[src/rtl/mem_arb_pkg.sv]
// rtl/mem_arb_pkg.sv - shared types and default line geometry for the memory line arbiter
package mem_arb_pkg;

  localparam int DEF_WORDS_PER_LINE = 8;
  localparam int DEF_ADDR_W         = 32;
  localparam int DEF_DATA_W         = 32;

  typedef enum logic [1:0] {
    IDLE = 2'd0,
    XFER = 2'd1,
    DONE = 2'd2
  } arb_state_t;

  typedef enum logic {
    ICACHE = 1'b0,
    DCACHE = 1'b1
  } requester_t;

  // Number of byte-offset bits covered by one cache line.
  function automatic int line_off_bits(input int words, input int data_w);
    return $clog2(words) + $clog2(data_w / 8);
  endfunction

endpackage

[src/rtl/mem_beat_counter.sv]
// rtl/mem_beat_counter.sv - line-base latch and beat counter producing per-beat word addresses
module mem_beat_counter
  import mem_arb_pkg::*;
#(
  parameter int WORDS_PER_LINE = DEF_WORDS_PER_LINE,
  parameter int ADDR_W         = DEF_ADDR_W,
  parameter int DATA_W         = DEF_DATA_W
) (
  input  logic                              clk,
  input  logic                              rst_n,
  input  logic                              load,
  input  logic [ADDR_W-1:0]                 addr,
  input  logic                              inc,
  output logic [$clog2(WORDS_PER_LINE)-1:0] cnt,
  output logic [ADDR_W-1:0]                 beat_addr,
  output logic                              last
);

  localparam int CNT_W      = $clog2(WORDS_PER_LINE);
  localparam int WORD_OFF_W = $clog2(DATA_W / 8);
  localparam int LINE_OFF_W = line_off_bits(WORDS_PER_LINE, DATA_W);
  localparam logic [ADDR_W-1:0] LINE_MASK =
    ~((ADDR_W'(1) << LINE_OFF_W) - ADDR_W'(1));

  logic [ADDR_W-1:0] line_base;

  // Latch the aligned line base on load; advance the beat index, holding at the last beat.
  always_ff @(posedge clk or negedge rst_n) begin
    if (!rst_n) begin
      line_base <= '0;
      cnt       <= '0;
    end else if (load) begin
      line_base <= addr & LINE_MASK;
      cnt       <= '0;
    end else if (inc && !last) begin
      cnt <= cnt + 1'b1;
    end
  end

  assign last      = (cnt == CNT_W'(WORDS_PER_LINE - 1));
  assign beat_addr = line_base | (ADDR_W'(cnt) << WORD_OFF_W);

endmodule

[src/rtl/mem_line_arbiter.sv]
// rtl/mem_line_arbiter.sv - I/D-cache line arbiter onto one memory word port; MEM_LINE_ARB_FIXED_PRIO_EN gives the D-cache fixed priority
module mem_line_arbiter
  import mem_arb_pkg::*;
#(
  parameter int WORDS_PER_LINE = DEF_WORDS_PER_LINE,
  parameter int ADDR_W         = DEF_ADDR_W,
  parameter int DATA_W         = DEF_DATA_W
) (
  input  logic                              CLK,
  input  logic                              reset_n,
  input  logic                              ic_req,
  input  logic [ADDR_W-1:0]                 ic_addr,
  output logic [DATA_W-1:0]                 ic_rdata,
  output logic                              ic_rvalid,
  output logic                              ic_done,
  input  logic                              dc_req,
  input  logic                              dc_we,
  input  logic [ADDR_W-1:0]                 dc_addr,
  input  logic [DATA_W-1:0]                 dc_wdata,
  output logic [$clog2(WORDS_PER_LINE)-1:0] dc_widx,
  output logic [DATA_W-1:0]                 dc_rdata,
  output logic                              dc_rvalid,
  output logic                              dc_done,
  output logic                              mem_req,
  output logic                              mem_we,
  output logic [ADDR_W-1:0]                 mem_addr,
  output logic [DATA_W-1:0]                 mem_wdata,
  input  logic [DATA_W-1:0]                 mem_rdata,
  input  logic                              mem_ack,
  output logic                              busy
);

  arb_state_t state;
  requester_t owner;
  requester_t last_grant;
  requester_t pick;
  logic       line_we;
  logic       grant;
  logic       xfer;
  logic       rd_ack;
  logic       last;
  logic [$clog2(WORDS_PER_LINE)-1:0] cnt;
  logic [ADDR_W-1:0]                 beat_addr;

  assign grant = (state == IDLE) && (ic_req || dc_req);
  assign xfer  = (state == XFER);

  // Choose the winner among pending requests for this IDLE cycle.
  always_comb begin
    pick = ICACHE;
    if (dc_req && !ic_req) begin
      pick = DCACHE;
    end else if (dc_req && ic_req) begin
`ifdef MEM_LINE_ARB_FIXED_PRIO_EN
      pick = DCACHE;
`else
      pick = (last_grant == ICACHE) ? DCACHE : ICACHE;
`endif
    end
  end

  // Line sequencing: grant in IDLE, one beat per ack in XFER, single DONE cycle.
  always_ff @(posedge CLK or negedge reset_n) begin
    if (!reset_n) begin
      state      <= IDLE;
      owner      <= ICACHE;
      line_we    <= 1'b0;
      last_grant <= DCACHE;
    end else begin
      case (state)
        IDLE: begin
          if (grant) begin
            owner   <= pick;
            line_we <= (pick == DCACHE) && dc_we;
            state   <= XFER;
          end
        end
        XFER: begin
          if (mem_ack && last) begin
            state <= DONE;
          end
        end
        DONE: begin
          last_grant <= owner;
          state      <= IDLE;
        end
        default: state <= IDLE;
      endcase
    end
  end

  mem_beat_counter #(
    .WORDS_PER_LINE(WORDS_PER_LINE),
    .ADDR_W        (ADDR_W),
    .DATA_W        (DATA_W)
  ) u_beat_counter (
    .clk      (CLK),
    .rst_n    (reset_n),
    .load     (grant),
    .addr     ((pick == DCACHE) ? dc_addr : ic_addr),
    .inc      (xfer && mem_ack),
    .cnt      (cnt),
    .beat_addr(beat_addr),
    .last     (last)
  );

  // Outputs are gated by state so an asynchronous reset forces them all to zero.
  assign rd_ack    = xfer && mem_ack && !line_we;
  assign mem_req   = xfer;
  assign mem_we    = xfer && line_we;
  assign mem_addr  = xfer ? beat_addr : '0;
  assign mem_wdata = xfer ? dc_wdata : '0;
  assign dc_widx   = xfer ? cnt : '0;

  assign ic_rvalid = rd_ack && (owner == ICACHE);
  assign dc_rvalid = rd_ack && (owner == DCACHE);
  assign ic_rdata  = ic_rvalid ? mem_rdata : '0;
  assign dc_rdata  = dc_rvalid ? mem_rdata : '0;

  assign ic_done = (state == DONE) && (owner == ICACHE);
  assign dc_done = (state == DONE) && (owner == DCACHE);
  assign busy    = (state != IDLE);

endmodule

[config.mk]
export PLATFORM = sky130hd
export DESIGN_NAME = mem_line_arbiter
export DESIGN_NICKNAME = d
export VERILOG_FILES = /design/src/rtl/mem_arb_pkg.sv /design/src/rtl/mem_beat_counter.sv /design/src/rtl/mem_line_arbiter.sv
export SDC_FILE = /design/constraint.sdc
export NUM_CORES = 1
export LEC_CHECK = 0
export BUFFER_PORTS_ARGS = -buffer_cell sky130_fd_sc_hd__buf_2
export CORE_AREA = 8 8 100 102
export DETAILED_ROUTE_END_ITERATION = 10
export DIE_AREA = 0 0 108 110
export GPL_ROUTABILITY_DRIVEN = 0
export PLACE_DENSITY = 0.73
export SYNTH_ARGS = -nofsm -noshare
export SYNTH_HDL_FRONTEND = slang
export SYNTH_SLANG_ARGS = --single-unit
export TNS_END_PERCENT = 10
[constraint.sdc]
create_clock -name CLK -period 2.7 [get_ports CLK]
set_clock_uncertainty 0.15 [all_clocks]
set_input_delay 0.675 -clock CLK [delete_from_list [all_inputs] [get_ports CLK]]
set_output_delay 0.675 -clock CLK [all_outputs]
set_load 0.1 [all_outputs]
* Word level (Yosys, flattened, before mapping)
Cells that the tools add are included.
Word-level totals: word-level logic and storage cells 50, flip-flop bits (word level) 35, input bits 134, output and inout port bits 138
Operators by class: muxes and demuxes 14, add/sub/neg operators 1, reduce and logical (&&, ||, !) cells 22, equality and inequality tests 5, bitwise operators 2
Operators by type and width (count):
- 32-bit 2-to-1 mux | 5
- 32-bit by 5-bit bitwise OR with 32-bit output | 1
- 1-bit logical AND | 13
- 3-bit 2-to-1 mux | 3
- 2-bit 2-to-1 mux | 2
- 2-bit one-hot mux with 2 select lines | 1
- 2-bit AND reduction | 2
- 2-bit nonzero test | 2
- 3-bit by 1-bit adder with 3-bit output, second input constant | 1
- 3-bit == test, second input constant | 1
- 1-bit logical NOT | 3
- 1-bit 2-to-1 mux | 3
- 2-bit by 1-bit == test with 1-bit output, second input constant | 1
- 2-bit == test, second input constant | 1
- 2-bit logical NOT | 1
- 2-bit by 1-bit inequality test with 1-bit output, second input constant | 1
- 2-bit inequality test, second input constant | 1
- 1-bit logical OR | 1
- 1-bit NOT | 1

* Longest topological paths before layout
depth in word-level cells 5, mapped depth 5, mapped depth without buffers 5

* Modules after synthesis
Synthesis repeated with hierarchy kept, for this count alone.
Unflattened totals: cells, all modules 293, area total of the unflattened synthesis 2835.2 um2
By module, submodules not included:
- mem_line_arbiter | area each 1619.1 um2, cells each 215, instances 1, sequential area each 126.4 um2
- mem_beat_counter | area each 1216.2 um2, cells each 78, instances 1, sequential area each 750.7 um2

* Least setup slack after synthesis
OpenSTA, ideal clock, no wires.
kind flip-flop to output port, start register state[1], end output mem_addr[3], stages on the path, launching flop included 5, data arrival time 2.860 ns, slack -0.985 ns, buffers on the path 2, data required time 1.875 ns, path through dfrtp_1 nor2b_2 clkbuf_1 and2_1 buf_4
On the way: longest elaborated chain between the ends 2
RTL lines:
- start: declaration | RTL line mem_line_arbiter.sv:33 | arb_state_t state;
- start signal: assignment | RTL line mem_line_arbiter.sv:65 | state <= IDLE;
- start signal: assignment | RTL line mem_line_arbiter.sv:75 | state <= XFER;
- start signal: assignment | RTL line mem_line_arbiter.sv:80 | state <= DONE;
- 2-bit by 1-bit == test with 1-bit output | RTL line mem_line_arbiter.sv:46 | assign xfer = (state == XFER);
- via mem_req | RTL line mem_line_arbiter.sv:24 | output logic mem_req,
- 32-bit 2-to-1 mux | RTL line mem_line_arbiter.sv:111 | assign mem_addr = xfer ? beat_addr : '0;
- end: declaration | RTL line mem_line_arbiter.sv:26 | output logic [ADDR_W-1:0] mem_addr,
The timed path passes the listed nets, and every way through them passes these cells.

* Worst setup path after layout
start register state[1], end output mem_addr[4]
On the way: longest elaborated chain between the ends 2
RTL lines (RTL line):
- 2-bit by 1-bit == test with 1-bit output | mem_line_arbiter.sv:46
- 32-bit 2-to-1 mux | mem_line_arbiter.sv:111
No other way between the ends.

==> out/metrics.cfg <==
[outcome]
status = completed

[synth]
synth_top_area_share_pct = 32.1
syn-cell-area_um2 = 2650
synthAdderAreaFrac_pct = 0.944
synth_cells = 331
synth.area.mux_share_pct = 0.425
ys_seq_area_share_pct = 33.1
synth_top_family_by_area = simple AND/OR/NAND/NOR gates
ys_types = 28
synth_top_cells_by_area = dfrtp_1, and2_1, nand2_1
synthSimpleGateAreaFrac_pct = 41.2
synth_top_area_cell = dfrtp_1
synth_warnings = 0
ys_ff_latch = 35
synth_compound_area_share_pct = 16.9
syn_area_per_cell_um2 = 8.01
yosys.area_share.xor_xnor_pct = 0

[drt]
vias_per_cell = 4.69
final_antenna_net_count = 0
routedWlPerCell_um = 18.3
drcViolationCount = 0
drtIter0Drc = 141
vias = 3203
dr.pass1.iters = 4
routed_wl_mm = 12.5

[sta]
slew_violations = 0
finalHoldViolCount = 0
tightest_slew_ps = 1210
slew_headroom_pct = 19.0
hold_slack_ps = 323
period_share_pct = 94.1
fin_setup_tns_ps = 0
period_needed_ps = 2540
max_freq_ghz = 0.394
setup_viol = 0
rsz0062_at_grt = false
finalWorstSetupSlack_ps = 159

[setup_path]
cpMaxStageDelayCell = dfrtp_1
rr_startpoint = state[1]$_DFFE_PN0P_
max_stage_delay_ps = 430
crit_chain = nor2b_4 -> buf_4 -> and2_1 -> buf_12
path_buf_inv = 2
worst_r2r_path_depth = 3
r2r_end = u_beat_counter.line_base[24]$_DFFE_PN0P_
crit_start = state[1]$_DFFE_PN0P_
arrival_ps = 1720
worstPathRequired_ps = 1880
rrSetupSlack_ps = 590
end_kind = output port
cp_max_fo = 46
cp_top_family = buffers and inverters
critPathKind = reg -> out
worstSetupStartpointType = register

[place]
place_ws_ps = 229
dp_hpwl_mm = 10.8
placedCellCount = 674
portBuffers = 259

[cts]
numCtsBuffers = 5
clk_path_buf_depth = 2
postCtsHoldBufs = 0
cts-root-buf = clkbuf_8
cts_tree = done
htree_levels = 2
clkTransAtPathRegs_ps = 70
cts.sinks = 35
clk_latency_ps = 280
cts_resized = 0
post_cts_buffers = 0

[die]
dieArea_um2 = 11900
chipWidth_um = 108
io-pin-count = 272
row_count = 34
core_um2 = 8470
die_y_um = 110
initial_utilization_pct = 31.3

[global_route]
grt_pass1_vias = 3373
grt_max_degree = 47
antenna_found_initial = 1
grt.overflow.total = 0
grtUsageTotal_pct = 19.9
grt_pass1_wl_mm = 18.4

[final_layout]
final_common_cell = buf_12
fin_nets = 709
area_delta_synth_final_pct = 131
final_cell_mix = buf_12, buf_2, and2_1
fin_cells = 683
drive_above_1_share_pct = 54.4
fillers = 589

[flow_run]
drv_cap = 0

[min_path]
hold_class = in -> async

## per-stage QoR
| stage | utilization (%) | cell area (um^2) |
|---|---|---|
| detailed placement | 71.0 | 6010 |
| CTS | 72.1 | 6110 |
| global placement | 71.0 | 6010 |
| global route | 72.2 | 6110 |
| finish | 72.2 | 6110 |
| floorplan | - | 2680 |
## cells by family after synthesis
| kind of cell | count (synthesis) |
|---|---|
| AND/OR/NAND/NOR | 196 |
| AO/OA/AOI/OAI | 62 |
| flip-flops | 35 |
| buffers and inverters | 34 |
| adder cells (fa/ha/maj) | 2 |
| multiplexers | 1 |
| other | 1 |
## worst max-delay path by stage
stage / end / slack, ps / depth (start not counted)
floorplan: mem_addr[2] / -170 / 4
global placement: dc_rdata[5] / 270 / 5
detailed placement: u_beat_counter.line_base[10]$_DFFE_PN0P_ / 230 / 4
CTS: mem_addr[4] / 140 / 4
global route: mem_addr[4] / 30 / 4
finish: mem_addr[4] / 160 / 4
## layer usage
| layer | global-route usage, % | vias to the layer above | share of wire (%) |
|---|---|---|---|
| li1 | - | 1556 | - |
| met1 | 19.3 | 1472 | 34 |
| met5 | 0 | - | 0 |
| met3 | 6.57 | 22 | 9.3 |
| met4 | 7.04 | 0 | 2.6 |
| met2 | 38.4 | 153 | 54 |
## area by class of cell
| cell class | count | area [um^2] | area share (%) |
|---|---|---|---|
| clock buffer | 8 | 100 | 1.64 |
| tap | 108 | 135 | 2.21 |
| timing repair buffer | 266 | 3370 | 55.2 |
| antenna | 1 | 2.50 | 0.0410 |
| sequential | 35 | 877 | 14.4 |
| multi-input combinational | 263 | 1620 | 26.5 |
| inverter | 2 | 7.51 | 0.123 |
## sequential cells by signal, indices dropped and copies added, names as in the netlist
name                      flops
line_we                       1
owner                         1
last_grant                    1
u_beat_counter.line_base     27
state                         2
u_beat_counter.cnt            3
## cells in the mapped netlist
| master | count |
|---|---|
| mux2_2 | 1 |
| clkbuf_1 | 9 |
| inv_1 | 2 |
| a21o_1 | 1 |
| and2_1 | 128 |
| a31oi_2 | 10 |
| o22ai_2 | 1 |
| dfstp_2 | 1 |
| nand2_1 | 58 |
| nor2b_2 | 1 |
| nor2_1 | 3 |
| a32o_1 | 1 |
| a31oi_1 | 17 |
| conb_1 | 1 |
| buf_6 | 3 |
| and4b_1 | 1 |
| dfrtp_1 | 34 |
| and3_1 | 1 |
| and4bb_2 | 2 |
| a22o_1 | 2 |
| a21oi_1 | 28 |
| buf_4 | 7 |
| or2_1 | 1 |
| nand2b_1 | 1 |
| buf_2 | 13 |
| a21boi_4 | 1 |
| ha_1 | 2 |
| a21bo_2 | 1 |
## worst register-to-register path, cell delays in order, from the launching register on
cell and delay (ps):
dfrtp_1 430, nor2_2 170, and2_1 960, a31oi_2 210
Power is left out: the tool's default activity adds up to more than one toggle a clock period on the data nets, which glitch-free logic cannot reach.
